## src/rtl/terminal_sched_if.sv

```systemverilog
// Bus bundle between the store/debug requesters, the terminal scheduler and the terminal block.
// master = requester/terminal side, slave = the scheduler itself.
interface terminal_sched_if #(
    parameter int DEPTH = 8
);
    localparam int CW = $clog2(DEPTH) + 1;

    logic          cpu_we;
    logic [31:0]   cpu_addr;
    logic [31:0]   cpu_wdata;
    logic          cpu_stall;
    logic          dbg_valid;
    logic [7:0]    dbg_data;
    logic          dbg_ready;
    logic          term_we;
    logic [31:0]   term_addr;
    logic [31:0]   term_data;
    logic [CW-1:0] fifo_count;
    logic          busy;

    modport master (
        output cpu_we, cpu_addr, cpu_wdata, dbg_valid, dbg_data,
        input  cpu_stall, dbg_ready, term_we, term_addr, term_data, fifo_count, busy
    );

    modport slave (
        input  cpu_we, cpu_addr, cpu_wdata, dbg_valid, dbg_data,
        output cpu_stall, dbg_ready, term_we, term_addr, term_data, fifo_count, busy
    );
endinterface

```

## src/rtl/terminal_sched.sv

```systemverilog
// Round-robin CPU/debug byte scheduler feeding the terminal port through a paced FIFO drain.
// Optional macro TERM_SCHED_CRLF_EN expands each 8'h0A into a 8'h0D, 8'h0A pair.
module terminal_sched #(
    parameter int          DEPTH     = 8,
    parameter int          CHAR_GAP  = 4,
    parameter logic [31:0] TERM_BASE = 32'h0000_0000
) (
    input  logic             clk,
    input  logic             reset,
    terminal_sched_if.slave  bus,
    output logic [1:0]       fsm_state
);
    localparam int AW = $clog2(DEPTH);
    localparam int CW = AW + 1;
    localparam int GW = $clog2(CHAR_GAP + 2);

    localparam logic [1:0] IDLE = 2'd0;
    localparam logic [1:0] SEND = 2'd1;
    localparam logic [1:0] GAP  = 2'd2;
`ifdef TERM_SCHED_CRLF_EN
    localparam logic [1:0] CR   = 2'd3;
`endif

    logic [7:0]    mem [DEPTH];
    logic [AW-1:0] wr_ptr;
    logic [AW-1:0] rd_ptr;
    logic [CW-1:0] count;
    logic [1:0]    state;
    logic [1:0]    state_nxt;
    logic [GW-1:0] gap_cnt;
    logic [GW-1:0] gap_nxt;
    logic          last_grant_dbg;
    logic          term_we_q;
    logic          term_we_nxt;
    logic [31:0]   term_data_q;
    logic [31:0]   term_data_nxt;
    logic [31:0]   term_addr_q;

    logic          cpu_req;
    logic          space;
    logic          grant_cpu;
    logic          grant_dbg;
    logic          push;
    logic          pop;
    logic          issue;
    logic [7:0]    push_byte;
    logic [7:0]    head;

    logic          unused_bits;
    assign unused_bits = ^{bus.cpu_addr[7:0], bus.cpu_wdata[31:8]};

    assign head = mem[rd_ptr];

    // Handshake: a requester's byte is taken on the rising edge of any cycle in which
    // it is granted (CPU: cpu_req && !cpu_stall, debug: dbg_valid && dbg_ready). Both
    // strobes are combinational and the requester must hold its byte until taken.
    always_comb begin
        cpu_req   = bus.cpu_we && (bus.cpu_addr[31:8] == 24'h0);
        space     = (count < CW'(DEPTH)) || pop;
        grant_cpu = 1'b0;
        grant_dbg = 1'b0;
        if (!reset && space) begin
            if (cpu_req && (!bus.dbg_valid || last_grant_dbg))
                grant_cpu = 1'b1;
            else if (bus.dbg_valid)
                grant_dbg = 1'b1;
        end
        push      = grant_cpu || grant_dbg;
        push_byte = grant_cpu ? bus.cpu_wdata[7:0] : bus.dbg_data;
    end

    assign bus.cpu_stall = !reset && cpu_req && !grant_cpu;
    assign bus.dbg_ready = grant_dbg;

    // Drain FSM; 'issue' marks a cycle that starts a new character from the FIFO head.
    always_comb begin
        state_nxt     = state;
        gap_nxt       = gap_cnt;
        term_we_nxt   = 1'b0;
        term_data_nxt = term_data_q;
        pop           = 1'b0;
        issue         = 1'b0;
        case (state)
            IDLE: issue = (count != '0);
            SEND: begin
                if (CHAR_GAP == 0) begin
                    if (count != '0)
                        issue = 1'b1;
                    else
                        state_nxt = IDLE;
                end else begin
                    gap_nxt   = GW'(CHAR_GAP - 1);
                    state_nxt = GAP;
                end
            end
            GAP: begin
                if (gap_cnt == '0)
                    state_nxt = IDLE;
                else
                    gap_nxt = gap_cnt - 1'b1;
            end
`ifdef TERM_SCHED_CRLF_EN
            CR: begin
                // The LF is still the FIFO head; it is popped only when it is finally sent.
                if (gap_cnt == '0) begin
                    term_we_nxt   = 1'b1;
                    term_data_nxt = {24'h0, 8'h0A};
                    pop           = 1'b1;
                    state_nxt     = SEND;
                end else begin
                    gap_nxt = gap_cnt - 1'b1;
                end
            end
`endif
            default: state_nxt = IDLE;
        endcase

        if (issue) begin
            term_we_nxt = 1'b1;
`ifdef TERM_SCHED_CRLF_EN
            if (head == 8'h0A) begin
                // Wait CHAR_GAP+2 cycles (or 1 when unpaced) before the LF goes out.
                term_data_nxt = {24'h0, 8'h0D};
                gap_nxt       = (CHAR_GAP == 0) ? '0 : GW'(CHAR_GAP + 1);
                state_nxt     = CR;
            end else begin
                term_data_nxt = {24'h0, head};
                pop           = 1'b1;
                state_nxt     = SEND;
            end
`else
            term_data_nxt = {24'h0, head};
            pop           = 1'b1;
            state_nxt     = SEND;
`endif
        end
    end

    always_ff @(posedge clk) begin
        if (reset) begin
            state          <= IDLE;
            gap_cnt        <= '0;
            wr_ptr         <= '0;
            rd_ptr         <= '0;
            count          <= '0;
            last_grant_dbg <= 1'b1;
            term_we_q      <= 1'b0;
            term_data_q    <= '0;
            term_addr_q    <= TERM_BASE;
        end else begin
            state       <= state_nxt;
            gap_cnt     <= gap_nxt;
            term_we_q   <= term_we_nxt;
            term_data_q <= term_data_nxt;
            term_addr_q <= TERM_BASE;
            count       <= count + CW'(push) - CW'(pop);
            if (push) begin
                wr_ptr         <= wr_ptr + 1'b1;
                last_grant_dbg <= grant_dbg;
            end
            if (pop)
                rd_ptr <= rd_ptr + 1'b1;
        end
    end

    // Storage is not reset: stale entries are unreachable once the pointers clear.
    always_ff @(posedge clk) begin
        if (push)
            mem[wr_ptr] <= push_byte;
    end

    assign bus.term_we    = term_we_q;
    assign bus.term_addr  = term_addr_q;
    assign bus.term_data  = term_data_q;
    assign bus.fifo_count = count;
    assign bus.busy       = (count != '0) || (state != IDLE);
    assign fsm_state      = state;
endmodule
```

## src/flat_wrapper.sv

```systemverilog
// flat-port wrapper written by rule: the top's interface ports become plain ports
module terminal_sched_flat 
#(
    parameter int          DEPTH     = 8,
    parameter int          CHAR_GAP  = 4,
    parameter logic [31:0] TERM_BASE = 32'h0000_0000
)
  (clk, reset, fsm_state, bus_cpu_we, bus_cpu_addr, bus_cpu_wdata, bus_dbg_valid, bus_dbg_data, bus_cpu_stall, bus_dbg_ready, bus_term_we, bus_term_addr, bus_term_data, bus_fifo_count, bus_busy);
  terminal_sched_if #(.DEPTH(DEPTH)) bus_i ();
  input  logic clk;
  input  logic reset;
  output logic [1:0] fsm_state;
  input wire logic [$bits(bus_i.cpu_we)-1:0] bus_cpu_we;
  input wire logic [$bits(bus_i.cpu_addr)-1:0] bus_cpu_addr;
  input wire logic [$bits(bus_i.cpu_wdata)-1:0] bus_cpu_wdata;
  input wire logic [$bits(bus_i.dbg_valid)-1:0] bus_dbg_valid;
  input wire logic [$bits(bus_i.dbg_data)-1:0] bus_dbg_data;
  output wire logic [$bits(bus_i.cpu_stall)-1:0] bus_cpu_stall;
  output wire logic [$bits(bus_i.dbg_ready)-1:0] bus_dbg_ready;
  output wire logic [$bits(bus_i.term_we)-1:0] bus_term_we;
  output wire logic [$bits(bus_i.term_addr)-1:0] bus_term_addr;
  output wire logic [$bits(bus_i.term_data)-1:0] bus_term_data;
  output wire logic [$bits(bus_i.fifo_count)-1:0] bus_fifo_count;
  output wire logic [$bits(bus_i.busy)-1:0] bus_busy;
  assign bus_i.cpu_we = bus_cpu_we;
  assign bus_i.cpu_addr = bus_cpu_addr;
  assign bus_i.cpu_wdata = bus_cpu_wdata;
  assign bus_i.dbg_valid = bus_dbg_valid;
  assign bus_i.dbg_data = bus_dbg_data;
  assign bus_cpu_stall = bus_i.cpu_stall;
  assign bus_dbg_ready = bus_i.dbg_ready;
  assign bus_term_we = bus_i.term_we;
  assign bus_term_addr = bus_i.term_addr;
  assign bus_term_data = bus_i.term_data;
  assign bus_fifo_count = bus_i.fifo_count;
  assign bus_busy = bus_i.busy;
  terminal_sched #(.DEPTH(DEPTH), .CHAR_GAP(CHAR_GAP), .TERM_BASE(TERM_BASE)) u_core (.clk(clk), .reset(reset), .bus(bus_i), .fsm_state(fsm_state));
endmodule
```

## config.mk

```make
export PLATFORM = sky130hd
export DESIGN_NAME = terminal_sched_flat
export DESIGN_NICKNAME = d
export VERILOG_FILES = /design/src/rtl/terminal_sched_if.sv /design/src/rtl/terminal_sched.sv /design/src/flat_wrapper.sv
export SDC_FILE = /design/constraint.sdc
export NUM_CORES = 1
export LEC_CHECK = 0
export CORE_MARGIN = 2
export CORE_UTILIZATION = 46
export DETAILED_ROUTE_END_ITERATION = 8
export PLACE_DENSITY_LB_ADDON = 0.12
export REMOVE_ABC_BUFFERS = 1
export SLEW_MARGIN = 20
export SYNTH_ARGS = -nofsm -noshare
export SYNTH_HDL_FRONTEND = slang
export SYNTH_SLANG_ARGS = --single-unit
```

## constraint.sdc

```tcl
create_clock -name clk -period 3.8 [get_ports clk]
set_input_delay 0.38 -clock clk [delete_from_list [all_inputs] [get_ports clk]]
set_output_delay 0.38 -clock clk [all_outputs]
set_load 0.01 [all_outputs]
```

# Yosys cells after proc, flatten, opt, wreduce, memory -nomap -nowiden
# Memory sizes are Yosys's and may differ from the RTL's. A register that Yosys moved wholly into a read port is not among the register bits.
# Cells that the tools add are included.
# classes
n_lt_le_gt_ge	1
n_mux	15
n_addsub	5
bitwise_logic	1
n_reduce_logical	22
n_div	0
shift	0
n_eq_ne	6
n_mul	0
# ops
operator	count
24-bit zero test	1
1-bit two-way mux	10
8-bit two-way mux	1
3-bit by 1-bit adder with 3-bit output (second input constant)	2
2-bit one-hot mux with 3 select lines	1
3-bit one-hot mux with 2 select lines	1
2-bit AND reduction	3
1-bit logical AND	5
4-bit by 1-bit adder with 4-bit output	1
1-bit logical OR	4
4-bit less-than comparator (second input constant)	1
2-bit by 1-bit != test with 1-bit output (second input constant)	2
2-bit nonzero test	2
4-bit nonzero test	1
4-bit by 1-bit subtractor with 4-bit output	1
1-bit zero test	3
3-bit zero test	1
3-bit two-way mux	1
3-bit by 1-bit != test with 1-bit output (second input constant)	1
3-bit by 1-bit subtractor with 3-bit output (second input constant)	1
2-bit by 1-bit equality test with 1-bit output (second input constant)	1
2-bit equality test (second input constant)	1
2-bit zero test	1
2-bit two-way mux	1
3 further kinds	3
# totals
input_bits	76
latchBits	0
mem_bits_rw	64
word_cells	59
output_inout_bits	74
rom_bits	0
memories	1
regBits	17
# memory_table
name	depth	width	read_ports	rd_ports_with_merged_regs	write_ports	line_no	rtl
u_core.mem	8	8	1	1	1	terminal_sched.sv:24	logic [7:0] mem [DEPTH];

# Logic depth before layout (Yosys ltp)
# logic_depth
ltp_word	9
depth_mapped	14
mapped_depth_nobuf	12

# Least setup slack after synthesis
# No wires, ideal clock.
# synth_path
path_kind	register to register
startpoint	reg u_core.count[2] (netlist: u_core.bus.fifo_count[2])
endpoint	reg u_core.count[2] (netlist: u_core.bus.fifo_count[2])
slack_ns	1.074
path_stages_with_launch	14
synth_period_minus_slack_ns	2.726
path_buffers	2
arrival_ns	2.598
cell_sequence	dfxtp_1 > inv_1 > ha_1 > or3b_2 > clkbuf_1 > nand2_1 > inv_2 > buf_1 > ha_1 > inv_1 > ha_1 > fa_1 > xnor2_1 > nor2_1
# synth_via
elab_chain_len	9
# synth_rtl
item	line_no	rtl
start: declaration	terminal_sched.sv:27	logic [CW-1:0] count;
start signal: assignment	terminal_sched.sv:156	count <= count + CW'(push) - CW'(pop);
4-bit nonzero test *	terminal_sched.sv:84	IDLE: issue = (count != '0);
1-bit two-way mux *	terminal_sched.sv:83	case (state)
net u_core.issue	terminal_sched.sv:45	logic issue;
1-bit two-way mux *	terminal_sched.sv:118	if (issue) begin
1-bit logical OR	terminal_sched.sv:59	space = (count < CW'(DEPTH)) || pop;
1-bit logical AND	terminal_sched.sv:62	if (!reset && space) begin
1-bit two-way mux	terminal_sched.sv:62	
1-bit logical OR	terminal_sched.sv:68	push = grant_cpu || grant_dbg;
4-bit by 1-bit adder with 4-bit output	terminal_sched.sv:156	
4-bit by 1-bit subtractor with 4-bit output *	terminal_sched.sv:156	
# Mark *: on every way through the listed nets, which the timed path passes. The rest lies on a longest branch.
# A chain may end at the register's enable or synchronous reset.

# Worst setup path after layout
# layout_path
startpoint	reg u_core.count[3] (netlist: u_core.bus.fifo_count[3])
endpoint	out bus_cpu_stall
# layout_via
elab_chain_len	8
# layout_rtl
item	line_no	rtl
4-bit nonzero test	terminal_sched.sv:84	
1-bit two-way mux	terminal_sched.sv:83	
1-bit two-way mux	terminal_sched.sv:118	
1-bit logical OR *	terminal_sched.sv:59	
1-bit logical AND *	terminal_sched.sv:62	
1-bit two-way mux *	terminal_sched.sv:62	
1-bit zero test *	terminal_sched.sv:72	assign bus.cpu_stall = !reset && cpu_req && !grant_cpu;
1-bit logical AND *	terminal_sched.sv:72	
end: declaration	flat_wrapper.sv:18	output wire logic [$bits(bus_i.cpu_stall)-1:0] bus_cpu_stall;
# Every way passes the cells marked *; elsewhere a longest branch is shown, timed or not.

==> results.md <==
Timing:
- Setup slack closes at 662 ps.
- Adding up every negative setup slack in the final design gives 0 ps.
- Across the routed clock network, the largest skew measured is 10.0 ps.
- The final period utilization is 82.6%.
- At the pin with the least slew margin, the transition time is 879 ps.
- Measured against its own limit, the worst slew margin works out to 41.3%.
- Timing would allow up to 319 MHz.
- The number of slew-limit violations in the final report is 0.
- Setup repair after global routing left no endpoint under its margin.
- The final count of hold timing violations is 0.
- Setup violations remaining at the end of the flow were counted as 0.
- The time the worst path needs with I/O delays and setup is 3140 ps.

Layout:
- Leaving out fill and tap cells, the most frequent cell in the layout is edfxtp_1.
- The repair_antennas step left the layout with diodes totalling 0.
- The post-route netlist has 16.2% of its cells at a drive strength greater than 1.
- At the end of the flow, the number of nets in the layout was 488.
- Leaving out fill and tap cells, the most frequent cells in the layout are 64 x edfxtp_1, 61 x clkdlybuf4s50_1, 56 x conb_1, 25 x dfxtp_1, 24 x nor2_1.
- The post-route standard cell area excluding fillers is 5120 um^2.
- The sequential cells in the finished layout cover a total of 2420 um^2.
- The filler cells instantiated in the layout total 782.
- Cells fill 55.6% of the core in the end.
- The multi-input combinational cells in the finished layout cover a total of 1600 um^2.
- Compared with the post-synthesis result, the final layout area differs by 17.8%.

Logic synthesis:
- The number of warning messages in the yosys log is 0.
- The synthesized-area fraction occupied by and/or/nand/nor cells is 9.16%.
- After synthesis, the share of cell area in mux cells is 13.2%.
- For this run, the leading register cell type out of synthesis is edfxtp_1.
- Counting every instance in the synthesized netlist gives 330.
- The post-synthesis compound-gate area fraction is 5.79%.
- The number of synthesized register bits is 89.
- The share of synthesized flip-flops with an asynchronous set or reset is 0%.
- The number of distinct library cells after synthesis is 48.
- Dividing the synthesized area by the synthesized cell count gives 13.2 um^2.
- The part of the Yosys area used for sequential elements is 55.8%.
- The adder and majority gate portion of the synthesized area is 3.05%.
- By area, the combinational part of the netlist is dominated by multiplexers.
- The mapped netlist covers 4340 um^2.
- The parity-gate share of the synthesized area counting xor and xnor cells is 0.807%.
- The synthesized design contains 64 enable-type register cells.

Power:
- Net switching is 33.7% of the power.
- The share of total power dissipated in combinational logic is 36.9%.
- The power share of the clock group is 19.7%.
- For this design the static power due to leakage is 1.81 nW.
- Internal power comes to 1.99 mW.
- The net switching power is 1.01 mW.
- Sequential cells account for 43.4% of the total power.
- Power spread over the standard cell area amounts to 588 nW/um^2.
- The maximum vdd ir drop is 0.241 mV.

Clock tree:
- The root cell of the clock tree is clkbuf_8.
- The largest buffer count on any clock path is 2.
- The total number of clock tree sinks is 89.
- The source-to-sink clock delay at the later pin of the worst-skew pair is 360 ps.
- After clock tree synthesis, the setup repair step added 0 buffers.
- The register clock-pin slew on the reported worst setup and hold paths is 100 ps.
- In this run, post-CTS repair resized a total of 0 instances.
- The number of clock buffers added by TritonCTS is 9.
- After clock tree synthesis, the flow added hold-fix buffers numbering 0.
- TritonCTS built the clock tree.
- The count of H-tree levels built during CTS is 3.

Global route:
- Entering global routing, the biggest net connects 20 pins.
- The number of antenna violations at the first check in global routing is 0.
- The total track usage is 16.5%.
- The number of global-route vias before repair is 2382.
- The first-pass GRT wire length is 12.4 mm.
- Summed over all layers, the global routing overflow is 0.

Critical path:
- The peak fanout along the critical path is 12.
- STA puts the critical path data required time at 3420 ps.
- The type of the worst setup path is reg -> out.
- The sort of element at the start of the critical path is a flop.
- The signal arrival time at the worst endpoint is 2760 ps.
- STA classifies the critical path endpoint as an output pin.

Place:
- Buffers placed on the I/O ports in this run total 61.
- In this run the cell area measured after placement is 4940 um^2.
- The pre-CTS setup slack is 653 ps.
- Summed over all nets, the half-perimeter wirelength after detailed placement is 5.53 mm.
- Routability-driven placement finished with a final weighted congestion of 0.759.

Routing:
- The sum of met3 wire segment lengths after detailed routing is 357 um.
- Wires add up to 7.99 mm.
- The detailed router finished its first iteration with 151 violations.
- The detailed router used layers up to and including met4.
- After detailed routing, the number of remaining DRC violations is 0.
- Once detail routing completed, the nets flagged for antenna violations numbered 0.
- Dividing the detail-routed via count by the number of cells gives 4.97.
- The total number of vias is 2573.
- The detailed-route wire length on metal 1 is 3.64 mm.
- After detailed routing, the met2 layer carries 3.87 mm of wire.
- The routed length per instance is 15.4 um.
- The total iterations of the first detailed-routing run is 4.

Run status:
- The flow ran to the end, and the final reports show no timing, DRC or antenna violations.

Flow run:
- The max-cap check violation count is 0.

Die:
- From bottom edge to top edge, the die measures 101 um.
- In this run the count of I/O pins placed on the die edge is 150.
- The horizontal extent of the die is 101 um.
- The region available for standard cell placement spans 9200 um^2.
- Row generation in the floorplan step produced 35 rows.
- The initial core utilization is 47.2%.
- The floorplan step defined a die boundary enclosing 10200 um^2.

Min path:
- The worst min-delay path category is reg -> reg.
worst paths after layout:
path	from	to	slack, ps	cells after the start
worst max-delay path	u_core.bus.fifo_count[3]	bus_cpu_stall	660	8
worst min-delay path	u_core.bus.term_data[6]	u_core.bus.term_data[6]	510	2
worst max register to register	u_core.bus.fifo_count[3]	u_core.bus.fifo_count[2]	1100	11
worst min register to register	u_core.bus.term_data[6]	u_core.bus.term_data[6]	510	2
worst max-delay path, stage by stage, from the launching register on:
cell and delay (ps):
dfxtp_1 330, inv_1 80, ha_1 150, or3b_2 540
a21oi_2 240, buf_4 220, a21oi_1 60, nor4_1 200
clkdlybuf4s50_1 590
layer usage:
layer | GRT usage [%] | vias up
li1 | - | 1256
met4 | 6.44 | 0
met2 | 26.5 | 85
met5 | 0 | -
met3 | 2.97 | 10
met1 | 22.4 | 1222
cell families after synthesis:
family | count (synthesis)
other cells | 1
flops | 89
mux | 36
buf+inv | 83
xor+xnor | 4
fa+ha+maj | 10
compound gates | 32
simple gates | 75
cell type report:
type | count | area share [%]
multi-input cells | 213 | 31.3
well taps | 111 | 2.71
repair buffers | 77 | 14.3
clock inverters | 6 | 1.00
inverters | 12 | 0.880
flip-flops and latches | 89 | 47.3
clock buffers | 10 | 2.49
flip-flops by register name (all words and copies together), names as in the netlist:
name / cells
u_core.mem: 64
u_core.bus.term_data: 8
u_core.bus.fifo_count: 4
u_core.gap_cnt: 3
u_core.rd_ptr: 3
u_core.wr_ptr: 3
u_core.fsm_state: 2
u_core.bus.term_we: 1
u_core.last_grant_dbg: 1
synthesized netlist by cell type (all sizes together), types with 4 or more instances:
| library cell | n | area share, % |
|---|---|---|
| nor2 | 24 | 2.1 |
| edfxtp | 64 | 44 |
| a211oi | 9 | 1.6 |
| nand2b | 4 | 0.58 |
| mux2i | 10 | 2.3 |
| mux2 | 10 | 2.6 |
| nor4 | 12 | 1.7 |
| nand2 | 14 | 1.2 |
| clkbuf | 7 | 0.61 |
| ha | 9 | 2.6 |
| a21oi | 9 | 1.1 |
| inv | 12 | 1.0 |
| mux4 | 16 | 8.3 |
| buf | 64 | 10 |
| dfxtp | 25 | 12 |
through the flow:
stage / power (mW) / std cells / hold slack (ps)
3_3_place_gp: 2.43 / 502 / 491
5_1_grt: 3.24 / 518 / 539
6_report: 3.01 / 518 / 508
3_5_place_dp: 2.46 / 502 / 498
2_1_floorplan: 2.05 / 314 / 449
4_1_cts: 3.05 / 518 / 512
power by group through the flow:
stage / logic [mW] / clock network (mW) / registers, mW
2_1_floorplan: 0.694 / 0 / 1.36
3_3_place_gp: 1.10 / 0 / 1.33
3_5_place_dp: 1.12 / 0 / 1.33
4_1_cts: 1.13 / 0.616 / 1.31
5_1_grt: 1.25 / 0.653 / 1.33
6_report: 1.11 / 0.591 / 1.31
(Power assumes the default switching activity.)
